**src/rtl/cla_pkg.sv**
```systemverilog
`default_nettype none
// +----------------------------------------------------------------------+
// | Module   : cla_pkg                                                   |
// | Brief    : Shared constants and carry-lookahead helper for the       |
// |            shared 5-bit adder slice and its arbiter wrapper.         |
// | Revision : 1.0 - initial release                                     |
// +----------------------------------------------------------------------+
package cla_pkg;

  // Operand width of the shared adder slice
  localparam int CLA_W     = 5;
  // Result payload width: sum bits plus carry-out
  localparam int CLA_RES_W = CLA_W + 1;

  // Packed width of one result entry {id, sum, cout} for a given ID width
  function automatic int cla_entry_w(input int idw);
    return idw + CLA_RES_W;
  endfunction

  // Carry-lookahead carries with zero carry-in.
  // c[i+1] = g[i] | p[i]g[i-1] | p[i]p[i-1]g[i-2] | ...  (fully expanded, no ripple)
  function automatic logic [CLA_W:0] cla_carries(input logic [CLA_W-1:0] p,
                                                 input logic [CLA_W-1:0] g);
    logic [CLA_W:0] c;
    logic           term;
    c = '0;
    for (int i = 0; i < CLA_W; i++) begin
      c[i+1] = g[i];
      for (int j = 0; j < i; j++) begin
        term = g[j];
        for (int k = j + 1; k <= i; k++) begin
          term = term & p[k];
        end
        c[i+1] = c[i+1] | term;
      end
    end
    return c;
  endfunction

endpackage
`default_nettype wire

```
**src/rtl/cla_adder.sv**
```systemverilog
`default_nettype none
// +----------------------------------------------------------------------+
// | Module   : cla_adder                                                 |
// | Brief    : Two-stage pipelined 5-bit carry-lookahead adder. Stage 1  |
// |            registers the operands, stage 2 registers sum/carry-out.  |
// |            Data registers carry no reset.                            |
// | Revision : 1.0 - initial release                                     |
// +----------------------------------------------------------------------+
module cla_adder
  import cla_pkg::*;
(
  input  logic             clk,
  input  logic [CLA_W-1:0] a,
  input  logic [CLA_W-1:0] b,
  output logic [CLA_W-1:0] sum,
  output logic             cout
);

  logic [CLA_W-1:0] a_q, b_q;
  logic [CLA_W-1:0] a_d, b_d;
  logic [CLA_W-1:0] sum_q, sum_d;
  logic             cout_q, cout_d;
  logic [CLA_W-1:0] p, g;
  logic [CLA_W:0]   c;

  // Next-state for both pipeline stages: capture operands, then add them
  always_comb begin
    a_d    = a;
    b_d    = b;
    p      = a_q ^ b_q;
    g      = a_q & b_q;
    c      = cla_carries(p, g);
    sum_d  = p ^ c[CLA_W-1:0];
    cout_d = c[CLA_W];
  end

  // Free-running data registers; validity is tracked by the owner of this slice
  always_ff @(posedge clk) begin
    a_q    <= a_d;
    b_q    <= b_d;
    sum_q  <= sum_d;
    cout_q <= cout_d;
  end

  assign sum  = sum_q;
  assign cout = cout_q;

endmodule
`default_nettype wire

```
**src/rtl/cla_rsp_fifo.sv**
```systemverilog
`default_nettype none
// +----------------------------------------------------------------------+
// | Module   : cla_rsp_fifo                                              |
// | Brief    : Circular-buffer response FIFO with async-reset pointers   |
// |            and occupancy count. Head is read combinationally.        |
// | Revision : 1.0 - initial release                                     |
// +----------------------------------------------------------------------+
module cla_rsp_fifo #(
  parameter int DEPTH = 4,
  parameter int W     = 8
) (
  input  logic                         clk,
  input  logic                         rst,
  input  logic                         push,
  input  logic [W-1:0]                 push_data,
  input  logic                         pop,
  output logic                         out_valid,
  output logic [W-1:0]                 out_data,
  output logic [$clog2(DEPTH+1)-1:0]   count
);

  localparam int PW = $clog2(DEPTH);
  localparam int CW = $clog2(DEPTH+1);

  logic [W-1:0]  mem_q [DEPTH];
  logic [PW-1:0] wr_ptr_q, wr_ptr_d;
  logic [PW-1:0] rd_ptr_q, rd_ptr_d;
  logic [CW-1:0] count_q, count_d;
  logic          do_pop;

  // Pointer wrap at DEPTH (DEPTH need not be a power of two); count tracks push/pop
  always_comb begin
    do_pop   = pop & (count_q != '0);
    wr_ptr_d = wr_ptr_q;
    rd_ptr_d = rd_ptr_q;
    count_d  = count_q;
    if (push) begin
      wr_ptr_d = (wr_ptr_q == PW'(DEPTH-1)) ? '0 : wr_ptr_q + PW'(1);
    end
    if (do_pop) begin
      rd_ptr_d = (rd_ptr_q == PW'(DEPTH-1)) ? '0 : rd_ptr_q + PW'(1);
    end
    if (push && !do_pop) begin
      count_d = count_q + CW'(1);
    end else if (!push && do_pop) begin
      count_d = count_q - CW'(1);
    end
  end

  // Control state: cleared asynchronously so stale entries vanish on reset
  always_ff @(posedge clk or posedge rst) begin
    if (rst) begin
      wr_ptr_q <= '0;
      rd_ptr_q <= '0;
      count_q  <= '0;
    end else begin
      wr_ptr_q <= wr_ptr_d;
      rd_ptr_q <= rd_ptr_d;
      count_q  <= count_d;
    end
  end

  // Storage: written on push only, never reset (count gates visibility)
  always_ff @(posedge clk) begin
    if (push) begin
      mem_q[wr_ptr_q] <= push_data;
    end
  end

  assign out_valid = (count_q != '0);
  assign out_data  = mem_q[rd_ptr_q];
  assign count     = count_q;

endmodule
`default_nettype wire

```
**src/rtl/cla_add_arbiter.sv**
```systemverilog
`default_nettype none
// +----------------------------------------------------------------------+
// | Module   : cla_add_arbiter                                           |
// | Brief    : Round-robin shares one pipelined CLA adder among NREQ     |
// |            requesters; a tag pipeline follows each result into a     |
// |            credit-protected response FIFO.                           |
// | Revision : 1.0 - initial release                                     |
// +----------------------------------------------------------------------+
module cla_add_arbiter
  import cla_pkg::*;
#(
  parameter int NREQ  = 4,
  parameter int DEPTH = 4,
  parameter int IDW   = $clog2(NREQ)
) (
  input  logic                    clk,
  input  logic                    rst,
  input  logic [NREQ-1:0]         req_valid,
  input  logic [NREQ*CLA_W-1:0]   req_a,
  input  logic [NREQ*CLA_W-1:0]   req_b,
  output logic [NREQ-1:0]         req_ready,
  output logic                    rsp_valid,
  input  logic                    rsp_ready,
  output logic [IDW-1:0]          rsp_id,
  output logic [CLA_W-1:0]        rsp_sum,
  output logic                    rsp_cout,
  output logic                    busy
);

  localparam int ENTRY_W = cla_entry_w(IDW);
  localparam int CW      = $clog2(DEPTH+1);
  localparam int OW      = CW + 1;

  logic [IDW-1:0]     ptr_q, ptr_d;
  logic               v1_q, v1_d, v2_q, v2_d;
  logic [IDW-1:0]     id1_q, id1_d, id2_q, id2_d;

  logic [CW-1:0]      fifo_count;
  logic [OW-1:0]      occ;
  logic               credit_ok;
  logic [NREQ-1:0]    gnt_oh;
  logic [IDW-1:0]     gnt_idx;
  logic               gnt_any;
  logic [IDW-1:0]     cand;
  logic [CLA_W-1:0]   a_mux, b_mux;
  logic [CLA_W-1:0]   add_sum;
  logic               add_cout;
  logic [ENTRY_W-1:0] push_entry, head_entry;

  // Conservative credit: in-flight results count against FIFO space, pops are not credited
  always_comb begin
    occ       = OW'(fifo_count) + OW'(v1_q) + OW'(v2_q);
    credit_ok = (occ < OW'(DEPTH));
  end

  // Round-robin search from the pointer; held off entirely during reset
  always_comb begin
    gnt_oh  = '0;
    gnt_idx = '0;
    gnt_any = 1'b0;
    cand    = '0;
    if (credit_ok && !rst) begin
      for (int k = 0; k < NREQ; k++) begin
        cand = IDW'((int'(ptr_q) + k) % NREQ);
        if (!gnt_any && req_valid[cand]) begin
          gnt_any      = 1'b1;
          gnt_idx      = cand;
          gnt_oh[cand] = 1'b1;
        end
      end
    end
  end

  // One-hot AND-OR operand mux into the adder input stage
  always_comb begin
    a_mux = '0;
    b_mux = '0;
    for (int i = 0; i < NREQ; i++) begin
      if (gnt_oh[i]) begin
        a_mux = req_a[i*CLA_W +: CLA_W];
        b_mux = req_b[i*CLA_W +: CLA_W];
      end
    end
  end

  // Pointer advance past the winner, and tag pipeline shadowing the adder stages
  always_comb begin
    ptr_d = ptr_q;
    if (gnt_any) begin
      ptr_d = (gnt_idx == IDW'(NREQ-1)) ? '0 : gnt_idx + IDW'(1);
    end
    v1_d  = gnt_any;
    id1_d = gnt_idx;
    v2_d  = v1_q;
    id2_d = id1_q;
  end

  // Arbitration and tag state, cleared asynchronously
  always_ff @(posedge clk or posedge rst) begin
    if (rst) begin
      ptr_q <= '0;
      v1_q  <= 1'b0;
      v2_q  <= 1'b0;
      id1_q <= '0;
      id2_q <= '0;
    end else begin
      ptr_q <= ptr_d;
      v1_q  <= v1_d;
      v2_q  <= v2_d;
      id1_q <= id1_d;
      id2_q <= id2_d;
    end
  end

  cla_adder u_adder (
    .clk  (clk),
    .a    (a_mux),
    .b    (b_mux),
    .sum  (add_sum),
    .cout (add_cout)
  );

  assign push_entry = {id2_q, add_sum, add_cout};

  cla_rsp_fifo #(
    .DEPTH (DEPTH),
    .W     (ENTRY_W)
  ) u_fifo (
    .clk       (clk),
    .rst       (rst),
    .push      (v2_q),
    .push_data (push_entry),
    .pop       (rsp_valid & rsp_ready),
    .out_valid (rsp_valid),
    .out_data  (head_entry),
    .count     (fifo_count)
  );

  assign req_ready = gnt_oh;
  assign rsp_id    = head_entry[ENTRY_W-1 -: IDW];
  assign rsp_sum   = head_entry[CLA_W:1];
  assign rsp_cout  = head_entry[0];
  assign busy      = v1_q | v2_q | (fifo_count != '0);

endmodule
`default_nettype wire
```
**config.mk**
```make
export PLATFORM = sky130hd
export DESIGN_NAME = cla_add_arbiter
export DESIGN_NICKNAME = d
export VERILOG_FILES = /design/src/rtl/cla_pkg.sv /design/src/rtl/cla_adder.sv /design/src/rtl/cla_rsp_fifo.sv /design/src/rtl/cla_add_arbiter.sv
export SDC_FILE = /design/constraint.sdc
export NUM_CORES = 1
export LEC_CHECK = 0
export BUFFER_PORTS_ARGS = -buffer_cell sky130_fd_sc_hd__buf_2
export CAP_MARGIN = 15
export CORE_MARGIN = 4
export CORE_UTILIZATION = 40
export CTS_BUF_LIST = sky130_fd_sc_hd__clkbuf_8
export CTS_CLUSTER_SIZE = 16
export DETAILED_ROUTE_END_ITERATION = 7
export PLACE_DENSITY = 0.68
export SLEW_MARGIN = 5
export SYNTH_ARGS = -nofsm -noshare
export SYNTH_HDL_FRONTEND = slang
export SYNTH_SLANG_ARGS = --single-unit
```
**constraint.sdc**
```tcl
create_clock -name clk -period 6 [get_ports clk]
set_input_delay 0.3 -clock clk [delete_from_list [all_inputs] [get_ports clk]]
set_output_delay 0.3 -clock clk [all_outputs]
set_load 0.05 [all_outputs]
```
==> qor.txt <==
Outcome = complete, no violations
Unrepaired setup endpoints after global routing = no
Clock transition at the registers of the reported paths = 70 ps
Final WL = 5.542 mm
Iter 0 DRT Violations = 82
Post-cts resize count = 0
Finished Layout Cells = 410
Min-Delay Path Class = input pin to asynchronous set/reset pin
Critical path class = register to output pin
Syn Nets = 313
Root buffer cell = clkbuf_8
Total grt overflow = 0
Post-DRT Antenna Nets = 0
Num CTS Buffers = 9
Slew Viols, Final = 0
Cell count after synthesis = 243
Comb pwr share = 44.3%
DR WL/cell = 13.52 um
PwrDens = 522.7 mW/mm^2
Post-Syn Area = 0.003132 sq mm
Register bit count reported by yosys = 63
Count of final setup violators = 0
Max clock buf depth = 2
Period Utilization, post-route = 67.81%
Post-DP Area = 0.003510 sq mm
Vias per cell = 5.105
CTS sink count = 63
H-tree depth = 3
Final instance area = 0.003714 sq mm
CTS tree = built
CP max FO = 16
Fin crit period = 4069 ps
First-pass detailed-route iteration total = 4
Initial Util = 40.74%
First-pass GRT wire length = 9.584 mm
Synth-to-layout area growth = 18.58%
Peak VDD IR = 0.1861 mV
Yosys warning count = 0
Clock power share = 18.9%
Register area share after synthesis = 52.90%
Clk_skew = 9.757 ps
Fraction of layout cells with a size suffix above 1 = 30.84%
R2r setup slk = 2380 ps
Reg2reg start = ptr_q[0]
Layout net count = 373
Pleak = 1.551 nW
CTS Hold Bufs = 0
Routed length on met1 = 2.598 mm
Setup TNS = 0 ps
Net Switching = 792.1 uW
Internal power = 1.149 mW
Standard-cell row count = 32
Worst R2R Path Depth = 8
Number of global-route vias before repair = 2023
N_diodes = 0
Top Metal Used = met4
Final HPWL DP = 4.091 mm
Die extent in x = 96.49 um
I/O pins = 61
Commonest non-fill, non-tap cell in the layout = buf_2
Arrival time of the worst setup path = 3770 ps
Switch share = 40.81%
Post-synthesis cell type count = 40
Post-route DRC = 0
GRT Util Overall = 13.41%
Core footprint = 0.007687 sq mm
Met3 wire length = 314 um
CP required = 5700 ps
Final Hold Violating Endpoints = 0
Initial antenna violation count = 0
Crit. End Element = output pin
Seq pwr share = 36.8%
Commonest non-fill, non-tap cells in the layout = buf_2, edfxtp_1, ha_1
Hold WS = 21.93 ps
Worst R2R End = u_adder.b_q[0]
Slew @ Worst Pin = 671.1 ps
Placed instance count = 394
Die Ht = 96.49 um
Syn_area_per_cell = 12.89 sq um
Clk_lat worst skew = 340 ps
Placer's final routability congestion estimate = 0.7659
Die area = 0.009309 sq mm
Port Buffer Count = 60
Max Cap Viol = 0
Vias post-DR = 2093
# Post-CTS Setup Buffers = 0
Startpoint Class = register
Pin count of the biggest net entering global routing = 22
Maximum clock rate = 0.2458 GHz
Slew headroom = 55.09%
Met2 routed WL = 2.507 mm
[metrics by stage]
step | setup WS [ps] | power, mW | util, %
finish | 1931 | 1.941 | 48.31
global route | 1623 | 2.087 | 48.31
CTS | 1923 | 1.961 | 48.31
detailed placement | 2322 | 1.588 | 45.65
global placement | 2471 | 1.572 | 45.65
floorplan | 2677 | 1.416 | -
[cells in the mapped netlist (all sizes together)]
library cell | count | area [sq um]
nand3 | 1 | 5.000
and2 | 4 | 25.02
edfxtp | 32 | 960.9
mux2i | 7 | 70.07
o21a | 2 | 15.01
fa | 2 | 40.04
a22o | 2 | 17.52
mux4 | 12 | 274.0
nor2b | 3 | 18.77
nand2 | 18 | 67.56
buf | 6 | 35.03
clkbuf | 6 | 22.52
nor3 | 5 | 30.03
dfxtp | 16 | 320.3
ha | 21 | 262.8
dfrtp | 15 | 375.4
xor2 | 2 | 17.52
a221oi | 14 | 128.9
xnor2 | 3 | 26.28
o22ai | 2 | 12.51
a2bb2oi | 2 | 23.77
o31ai | 10 | 75.07
nor2 | 20 | 75.07
a21o | 3 | 22.52
nand2b | 3 | 18.77
mux2 | 3 | 33.78
a211o | 1 | 8.760
a31o | 1 | 8.760
or3 | 4 | 25.02
nor3b | 2 | 26.28
a21oi | 3 | 15.01
o21ai | 5 | 25.02
inv | 13 | 48.80
[cell type report]
class                           count  area [sq um]
Fill cell                         710          3974
Timing Repair Buffer               61         307.8
Tap cell                          102         127.6
Sequential cell                    63          1657
Multi-Input combinational cell    155          1369
Inverter                           13         48.80
Clock buffer                        9         123.9
Clock inverter                      7         80.08
[state kept, by name (all words and copies together) (netlist names)]
name / cells
u_fifo.mem_q: 32
u_adder.a_q: 5
u_adder.b_q: 5
u_adder.sum: 5
u_fifo.count: 3
id1_q: 2
id2_q: 2
ptr_q: 2
u_fifo.rd_ptr_q: 2
u_fifo.wr_ptr_q: 2
u_adder.cout: 1
v1_q: 1
v2_q: 1
[power groups by stage]
stage	registers (mW)	logic, mW	clock network, mW
after floorplan	0.660	0.757	0
after global placement	0.721	0.851	0
after detailed placement	0.727	0.861	0
after CTS	0.718	0.866	0.376
after global routing	0.739	0.950	0.398
final	0.714	0.860	0.367
[metal layers]
layer  track usage (%)  vias to the layer above
met5                 0                        -
met4             7.126                        0
met3             3.718                       12
met2             19.02                       59
met1             18.64                      998
li1                  -                     1024
[worst max-delay path: stages, from the launching register on]
cell and delay [ps]:
dfrtp_1 730, inv_1 270, ha_1 500, mux4_1 480
nor2b_1 300, a22o_1 180, mux2i_1 60, a21o_1 300
inv_1 290, buf_2 330
[worst max path at each step]
stage | start | slack, ps | endpoint
3_3_place_gp | ptr_q[0] | 2470 | req_ready[2]
4_1_cts | ptr_q[0] | 1920 | req_ready[2]
5_1_grt | ptr_q[0] | 1620 | req_ready[2]
6_report | ptr_q[0] | 1930 | req_ready[2]
2_1_floorplan | ptr_q[0] | 2680 | req_ready[3]
3_5_place_dp | ptr_q[0] | 2320 | req_ready[2]
[cells by family after synthesis]
kind of cell             Yosys count  synth area share [%]
AO/OA/AOI/OAI                     45                 11.27
flip-flops                        63                 52.90
AND/OR/NAND/NOR                   60                 9.309
buffers and inverters             25                 3.396
multiplexers                      22                 12.07
adder cells (fa/ha/maj)           23                 9.668
XOR/XNOR                           5                 1.399
(Power assumes the default switching activity.)
